`config.mk`:
```
export PLATFORM = sky130hd
export DESIGN_NAME = dm_arbiter
export DESIGN_NICKNAME = d
export VERILOG_FILES = /design/src/rtl/dm_arbiter.sv
export SDC_FILE = /design/constraint.sdc
export NUM_CORES = 1
export LEC_CHECK = 0
export ABC_AREA = 1
export CAP_MARGIN = 20
export CORE_ASPECT_RATIO = 1.4
export CORE_MARGIN = 2
export CORE_UTILIZATION = 39
export CTS_BUF_LIST = sky130_fd_sc_hd__clkbuf_2
export CTS_CLUSTER_SIZE = 10
export DETAILED_ROUTE_END_ITERATION = 10
export GPL_TIMING_DRIVEN = 0
export MAX_ROUTING_LAYER = met4
export PLACE_DENSITY_LB_ADDON = 0.2
export SYNTH_ARGS = -nofsm -noshare
export SYNTH_HDL_FRONTEND = slang
export SYNTH_SLANG_ARGS = --single-unit
export TNS_END_PERCENT = 50
```
`constraint.sdc`:
```
create_clock -name clk -period 4.1 [get_ports clk]
set_clock_uncertainty 0.15 [all_clocks]
set_input_delay 0.82 -clock clk [delete_from_list [all_inputs] [get_ports clk]]
set_output_delay 0.82 -clock clk [all_outputs]
set_load 0.02 [all_outputs]
```
`src/rtl/dm_arbiter.sv`:
```
// Two-master arbiter for a single-ported data memory: the CPU M-stage and a
// secondary loader/debug master share the port with round-robin tie-breaking.
module dm_arbiter #(
    parameter int WAIT_CYCLES = 1
) (
    input  logic        clk,
    input  logic        reset,

    input  logic        cpu_req,
    input  logic [31:0] cpu_addr,
    input  logic [31:0] cpu_wdata,
    input  logic [3:0]  cpu_byteen,
    output logic [31:0] cpu_rdata,
    output logic        cpu_stall,

    input  logic        ext_req,
    input  logic [31:0] ext_addr,
    input  logic [31:0] ext_wdata,
    input  logic [3:0]  ext_byteen,
    output logic [31:0] ext_rdata,
    output logic        ext_done,

    output logic        mem_en,
    output logic [31:0] mem_addr,
    output logic [31:0] mem_wdata,
    output logic [3:0]  mem_byteen,
    input  logic [31:0] mem_rdata
);

    // A zero wait count still needs one access cycle; the counter is 4 bits wide.
    localparam int WAIT_EFF = (WAIT_CYCLES < 1)  ? 1  :
                              (WAIT_CYCLES > 15) ? 15 : WAIT_CYCLES;
    localparam logic [3:0] CNT_LOAD = 4'(WAIT_EFF - 1);

    typedef enum logic [2:0] {
        IDLE,
        ACC_CPU,
        ACC_EXT,
        DONE_CPU,
        DONE_EXT
    } state_t;

    state_t      state;
    state_t      state_nxt;
    logic        last_ext;
    logic        last_ext_nxt;
    logic        grant_cpu;
    logic        grant_ext;
    logic        in_acc;
    logic        final_acc;

    logic [3:0]  cnt_p1;
    logic [31:0] addr_p1;
    logic [31:0] wdata_p1;
    logic [3:0]  byteen_p1;

    always_comb begin
        in_acc    = (state == ACC_CPU) || (state == ACC_EXT);
        final_acc = in_acc && (cnt_p1 == 4'd0);
    end

    // Next-state and grant decision; a DONE state never re-serves its own master.
    always_comb begin
        state_nxt    = state;
        last_ext_nxt = last_ext;
        grant_cpu    = 1'b0;
        grant_ext    = 1'b0;
        case (state)
            IDLE: begin
                if (cpu_req && ext_req) begin
                    grant_cpu = last_ext;
                    grant_ext = !last_ext;
                end else if (cpu_req) begin
                    grant_cpu = 1'b1;
                end else if (ext_req) begin
                    grant_ext = 1'b1;
                end
            end
            ACC_CPU: begin
                if (final_acc) state_nxt = DONE_CPU;
            end
            ACC_EXT: begin
                if (final_acc) state_nxt = DONE_EXT;
            end
            DONE_CPU: begin
                last_ext_nxt = 1'b0;
                if (ext_req) grant_ext = 1'b1;
                else         state_nxt = IDLE;
            end
            DONE_EXT: begin
                last_ext_nxt = 1'b1;
                if (cpu_req) grant_cpu = 1'b1;
                else         state_nxt = IDLE;
            end
            default: state_nxt = IDLE;
        endcase
        if (grant_cpu)      state_nxt = ACC_CPU;
        else if (grant_ext) state_nxt = ACC_EXT;
    end

    always_ff @(posedge clk) begin
        if (reset) begin
            state    <= IDLE;
            last_ext <= 1'b1;
            cnt_p1   <= 4'd0;
        end else begin
            state    <= state_nxt;
            last_ext <= last_ext_nxt;
            if (grant_cpu || grant_ext) begin
                cnt_p1 <= CNT_LOAD;
            end else if (in_acc && (cnt_p1 != 4'd0)) begin
                cnt_p1 <= cnt_p1 - 4'd1;
            end
        end
    end

    // Access stage: winner's request captured on the grant edge.
    always_ff @(posedge clk) begin
        if (grant_cpu) begin
            addr_p1   <= cpu_addr;
            wdata_p1  <= cpu_wdata;
            byteen_p1 <= cpu_byteen;
        end else if (grant_ext) begin
            addr_p1   <= ext_addr;
            wdata_p1  <= ext_wdata;
            byteen_p1 <= ext_byteen;
        end
    end

    // Completion stage: read data lands in the served master's register.
    always_ff @(posedge clk) begin
        if (reset) begin
            cpu_rdata <= 32'd0;
            ext_rdata <= 32'd0;
        end else if (final_acc && (state == ACC_CPU)) begin
            cpu_rdata <= mem_rdata;
        end else if (final_acc && (state == ACC_EXT)) begin
            ext_rdata <= mem_rdata;
        end
    end

    // Write strobe only on the last access cycle so a multi-cycle write hits memory once.
    always_comb begin
        mem_en     = in_acc;
        mem_addr   = in_acc ? addr_p1 : 32'd0;
        mem_wdata  = in_acc ? wdata_p1 : 32'd0;
        mem_byteen = final_acc ? byteen_p1 : 4'd0;
        cpu_stall  = cpu_req && (state != DONE_CPU);
        ext_done   = (state == DONE_EXT);
    end

endmodule
```
======== After elaboration in Yosys (flattened, before gate mapping) ========
Cells that the tools add are included.
W data, S select, Z words.
operators by class
  $add $sub $neg .......................... 1
  equality and inequality tests ........... 19
  mux-type cells .......................... 24
  bitwise operators ....................... 2
  reductions and logical operators ........ 21
operators by type and width
  operator               count
  $mux W32               6
  $pmux W3 S5            1
  $reduce_and A5 Y1      3
  $mux W3                4
  $mux W4                3
  $ne A3 B3 Y1 const B   4
  $ne A4 B4 Y1 const B   3
  $ne A2 B2 Y1 const B   5
  $eq A3 B2 Y1 const B   2
  $logic_and A1 B1 Y1    6
  $mux W1                6
  $ne A3 B2 Y1 const B   2
  $pmux W1 S2            3
  $logic_not A4 Y1       1
  $ne A4 B2 Y1 const B   1
  $reduce_bool A2 Y1     2
  $reduce_bool A4 Y1     1
  $reduce_or A2 Y1       2
  $sub A4 B1 Y4 const B  1
  $eq A3 B1 Y1 const B   1
  $eq A3 B3 Y1 const B   1
  $logic_not A3 Y1       1
  $reduce_or A3 Y1       1
  $logic_or A1 B1 Y1     2
  other kinds (4)        5
word-level totals
  bits in registers ....................... 140
  input bits .............................. 172
  output and inout port bits .............. 135
  word-level logic and storage cells ...... 77

======== Logic depth before layout (Yosys ltp) ========
  depth in word-level cells ............... 7
  depth in mapped cells ................... 8

======== Worst setup path before layout ========
No wires, ideal clock.
  path type ............................... in2reg
  start ................................... input cpu_req
  end ..................................... register addr_p1[0], enable pin
  library setup time ...................... 0.428 ns
  arrival ................................. 2.773 ns
  required time ........................... 3.522 ns
  slack ................................... 0.749 ns
  stages on the path ...................... 5
  path buffers ............................ 1
  cell sequence ........................... inv_1 nor2_4 nand2_2 buf_2 nand2_1
between the ends
  cells in the longest elaborated chain, start to end .. 4
  elaborated cells between the ends (all ways) .. 8
ends and longest elaborated chain
  item                                     RTL line  text
  start, declared                          9         input logic cpu_req,
  $mux W1, or another cell as far along    73, 92
  $mux W1                                  70        if (cpu_req && ext_req) begin
  $pmux W1 S2                              68        case (state)
  $reduce_bool A2 Y1 (no source line) (*)  -
  end signal, assigned                     120       addr_p1 <= cpu_addr;
  end signal, assigned                     124       addr_p1 <= ext_addr;
  end, declared                            53        logic [31:0] addr_p1;
Mark *: on every way between the ends. The rest lies on a longest branch, timed or not.
A chain may end at the register's enable or synchronous reset.

======== Worst setup path in the final report ========
  start ................................... register cnt_p1[1]
  end ..................................... output mem_byteen[3]
between the ends
  cells in the longest elaborated chain, start to end .. 3
ends and longest elaborated chain
  item                    RTL line  text
  start, declared         52        logic [3:0] cnt_p1;
  start signal, assigned  112       cnt_p1 <= cnt_p1 - 4'd1;
  $logic_not A4 Y1        59        final_acc = in_acc && (cnt_p1 == 4'd0);
  $logic_and A1 B1 Y1     59
  $mux W4                 147       mem_byteen = final_acc ? byteen_p1 : 4'd0;
  end, declared           26        output logic [3:0] mem_byteen,
No other way between the ends.

==> impl_metrics.env <==
export IMPL_outcome="complete, no violations"
export IMPL_drv_cap=0
export IMPL_yosys_area_top_type_share_pct=32.3
export IMPL_critPathCaptureType="output pin"
export IMPL_cp_max_fo=8
export IMPL_ctsHoldBuffers=0
export IMPL_fmax_ghz=0.277
export IMPL_synthSimpleGateAreaFrac_pct=29.1
export IMPL_placed_area_sq_um=9670
export IMPL_clk_latency_ns=0.71
export IMPL_cpMaxStageDelayCell="clkdlybuf4s50_1"
export IMPL_grt_max_degree=44
export IMPL_numCtsBuffers=17
export IMPL_critPathTopFamily="buffers and inverters"
export IMPL_fp_row_count=55
export IMPL_vias_per_cell=4.73
export IMPL_drive_gt1_share_pct=7.41
export IMPL_rsz0062_at_grt="no"
export IMPL_path_buf_inv=2
export IMPL_coreArea_sq_um=16000
export IMPL_path_clk_slew_ns=0.28
export IMPL_yosysUniqueCellTypes=25
export IMPL_avgSynthCellArea_sq_um=7.97
export IMPL_grt_pass1_wl_microns=32300
export IMPL_wl_per_cell_microns=16.0
export IMPL_gp_congestion=0.846
export IMPL_syn_nets=968
export IMPL_nets=1294
export IMPL_synth_fa_ha_area_share_pct=0.395
export IMPL_synth_seq_cells=140
export IMPL_htreeDepth=4
export IMPL_antenna_found_initial=2
export IMPL_ys_seq_area_share_pct=55.0
export IMPL_portBuffers=306
export IMPL_arrival_ns=2.64
export IMPL_timing_critical_path_from="cnt_p1[1]$_SDFFE_PP0P_"
export IMPL_finalSetupTns_ns=0
export IMPL_stdcell_count=1335
export IMPL_vdd_drop_max_mv=0.247
export IMPL_start_util_pct=39.5
export IMPL_slowest_delay_ns=0.68
export IMPL_async_flop_share_pct=0
export IMPL_fp_dieW_microns=112
export IMPL_path_cells="inv_1 > ha_1 > nand2_4 > nor2_4 > nor2_1 > nor2_1 > clkdlybuf4s50_1"
export IMPL_synthXorXnorAreaFrac_pct=0.138
export IMPL_grt_remaining_overflow=0
export IMPL_post_cts_buffers=0
export IMPL_drt_iter0_markers=319
export IMPL_synth_area_leaders="edfxtp_1, dfxtp_1, nor2_1"
export IMPL_synthMuxAreaShare_pct=0
export IMPL_tritoncts="yes"
export IMPL_fillers=1461
export IMPL_first_global_vias=5982
export IMPL_cts_sinks=140
export IMPL_final_antenna_net_count=0
export IMPL_synth_top_family_by_area="simple AND/OR/NAND/NOR gates"
export IMPL_period_share_pct=88.2
export IMPL_p_leak_nw=4.44
export IMPL_synth_compound_area_share_pct=5.63
export IMPL_areaGrowthSynthToFinish_pct=56.7
export IMPL_synth_flop_cell="dfxtp_1"
export IMPL_dp_hpwl_microns=16100
export IMPL_crit_type="reg2out"
export IMPL_setup_viol=0
export IMPL_die_y_microns=155
export IMPL_path_common_cell="nor2_1"
export IMPL_drc_errors=0
export IMPL_cp_required_ns=3.13
export IMPL_period_needed_ns=3.61
export IMPL_synth_top_cell_by_area="edfxtp_1"
export IMPL_vias=6309
export IMPL_ys_warn_count=0
export IMPL_worstHoldStart="cnt_p1[3]$_SDFFE_PP0P_"
export IMPL_synth_commonest_cells="nor2_1, nand2_1, inv_1"
export IMPL_final_cell_area_sq_um=9920
export IMPL_r2r_start="state[1]$_SDFFE_PP0P_"
export IMPL_relSlewSlack_pct=67.0
export IMPL_ctsRootBufferMaster="clkbuf_2"
export IMPL_finalHoldViolations=0
export IMPL_yosysMostFrequentCell="nor2_1"
export IMPL_drt_total_wl_microns=21300
export IMPL_netlist_instances=794
export IMPL_synth_edf_count=68
export IMPL_whs_ns=0.376
export IMPL_clk_path_buf_depth=2
export IMPL_dieArea_sq_um=17300
export IMPL_drt_pre_antenna_iters=5
export IMPL_slew_violations=0
export IMPL_grtUsageTotal_pct=24.8
export IMPL_placed_cells=1300
export IMPL_hp_class="reg2reg"
export IMPL_worst_pin_slew_ns=0.496
export IMPL_synth_cell_area_sq_um=6330
export IMPL_start_kind="flop"
export IMPL_power_density_nw_per_um2=409
export IMPL_postCtsResizedCells=0
export IMPL_ios=307
-- tightest hold or removal path, stage by stage (launching register included) --
cell	delay (ns)
dfxtp_1	0.39
nand2_1	0.07
a21oi_1	0.05
-- final cells by class --
| cell class | instances | area, sq um | share of cell area, % |
|---|---|---|---|
| plain buffers | 46 | 295 | 2.98 |
| flip-flops and latches | 140 | 3480 | 35.1 |
| clock buffers | 17 | 85.1 | 0.857 |
| inverters | 84 | 318 | 3.20 |
| repair buffers | 307 | 3080 | 31.1 |
| multi-input cells | 524 | 2240 | 22.6 |
| diodes | 3 | 7.51 | 0.0757 |
| well taps | 199 | 249 | 2.51 |
| clock inverters | 15 | 160 | 1.61 |
-- routing by layer --
metal / GRT usage [%] / part of all wire (%) / wire length (microns)
met5: - / 0 / 0
met4: 7.76 / 1.3 / 285
met3: 6.31 / 8.1 / 1720
met2: 43.2 / 51 / 11000
met1: 27.8 / 39 / 8370
-- where the power goes --
part | total (W) | switching [W] | leakage [nW] | internal, W
registers | 0.00178 | 0.0000716 | 1.26 | 0.00171
clock network | 0.000858 | 0.000603 | 0.154 | 0.000255
logic | 0.00142 | 0.000782 | 3.03 | 0.000639
-- worst paths after layout --
check                           endpoint  slack (ns)  depth (start not counted)
setup reg to reg  wdata_p1[23]$_DFFE_PP_        1.65                          7
hold reg to reg   cnt_p1[3]$_SDFFE_PP0P_        0.38                          2
setup / recovery           mem_byteen[3]        0.49                          7
hold / removal    cnt_p1[3]$_SDFFE_PP0P_        0.38                          2
-- sequential cells by signal, indices dropped and copies added (netlist names) --
signal,flops
wdata_p1,32
state,3
cpu_rdata,32
ext_rdata,32
byteen_p1,4
addr_p1,32
cnt_p1,4
last_ext,1
-- per-stage QoR --
| stage | total power, W | worst slack, ns | utilization [%] |
|---|---|---|---|
| 2_1_floorplan | 0.00253 | 0.749 | - |
| 3_3_place_gp | 0.00323 | -0.961 | 60.1 |
| 3_5_place_dp | 0.00324 | 0.714 | 60.3 |
| 4_1_cts | 0.00410 | 0.400 | 61.8 |
| 5_1_grt | 0.00428 | 0.284 | 61.9 |
| 6_report | 0.00406 | 0.486 | 61.9 |
-- logic make-up (layout without fill, tap and decap cells) --
kind of cell | after synthesis | in the layout
fa+ha+maj | 2 | 2
compound gates | 71 | 71
simple gates | 450 | 450
buf+inv | 130 | 469
other cells | 0 | 3
xor+xnor | 1 | 1
flops | 140 | 140
-- cells in the final DEF (no fill, tap or decap), types with 7 or more instances in the layout --
| master | netlist | layout |
|---|---|---|
| clkdlybuf4s50_1 | 0 | 306 |
| nor2_1 | 204 | 204 |
| nand2_1 | 158 | 157 |
| inv_1 | 78 | 78 |
| nand3_1 | 75 | 75 |
| dfxtp_1 | 72 | 72 |
| edfxtp_1 | 68 | 68 |
| o21ai_0 | 51 | 51 |
| buf_2 | 17 | 17 |
| clkbuf_2 | 0 | 17 |
| o21ai_1 | 14 | 14 |
| clkbuf_1 | 12 | 12 |
| buf_6 | 10 | 10 |
| inv_6 | 0 | 8 |
| buf_4 | 7 | 7 |
Note: power is estimated with default switching activity, not from simulation.
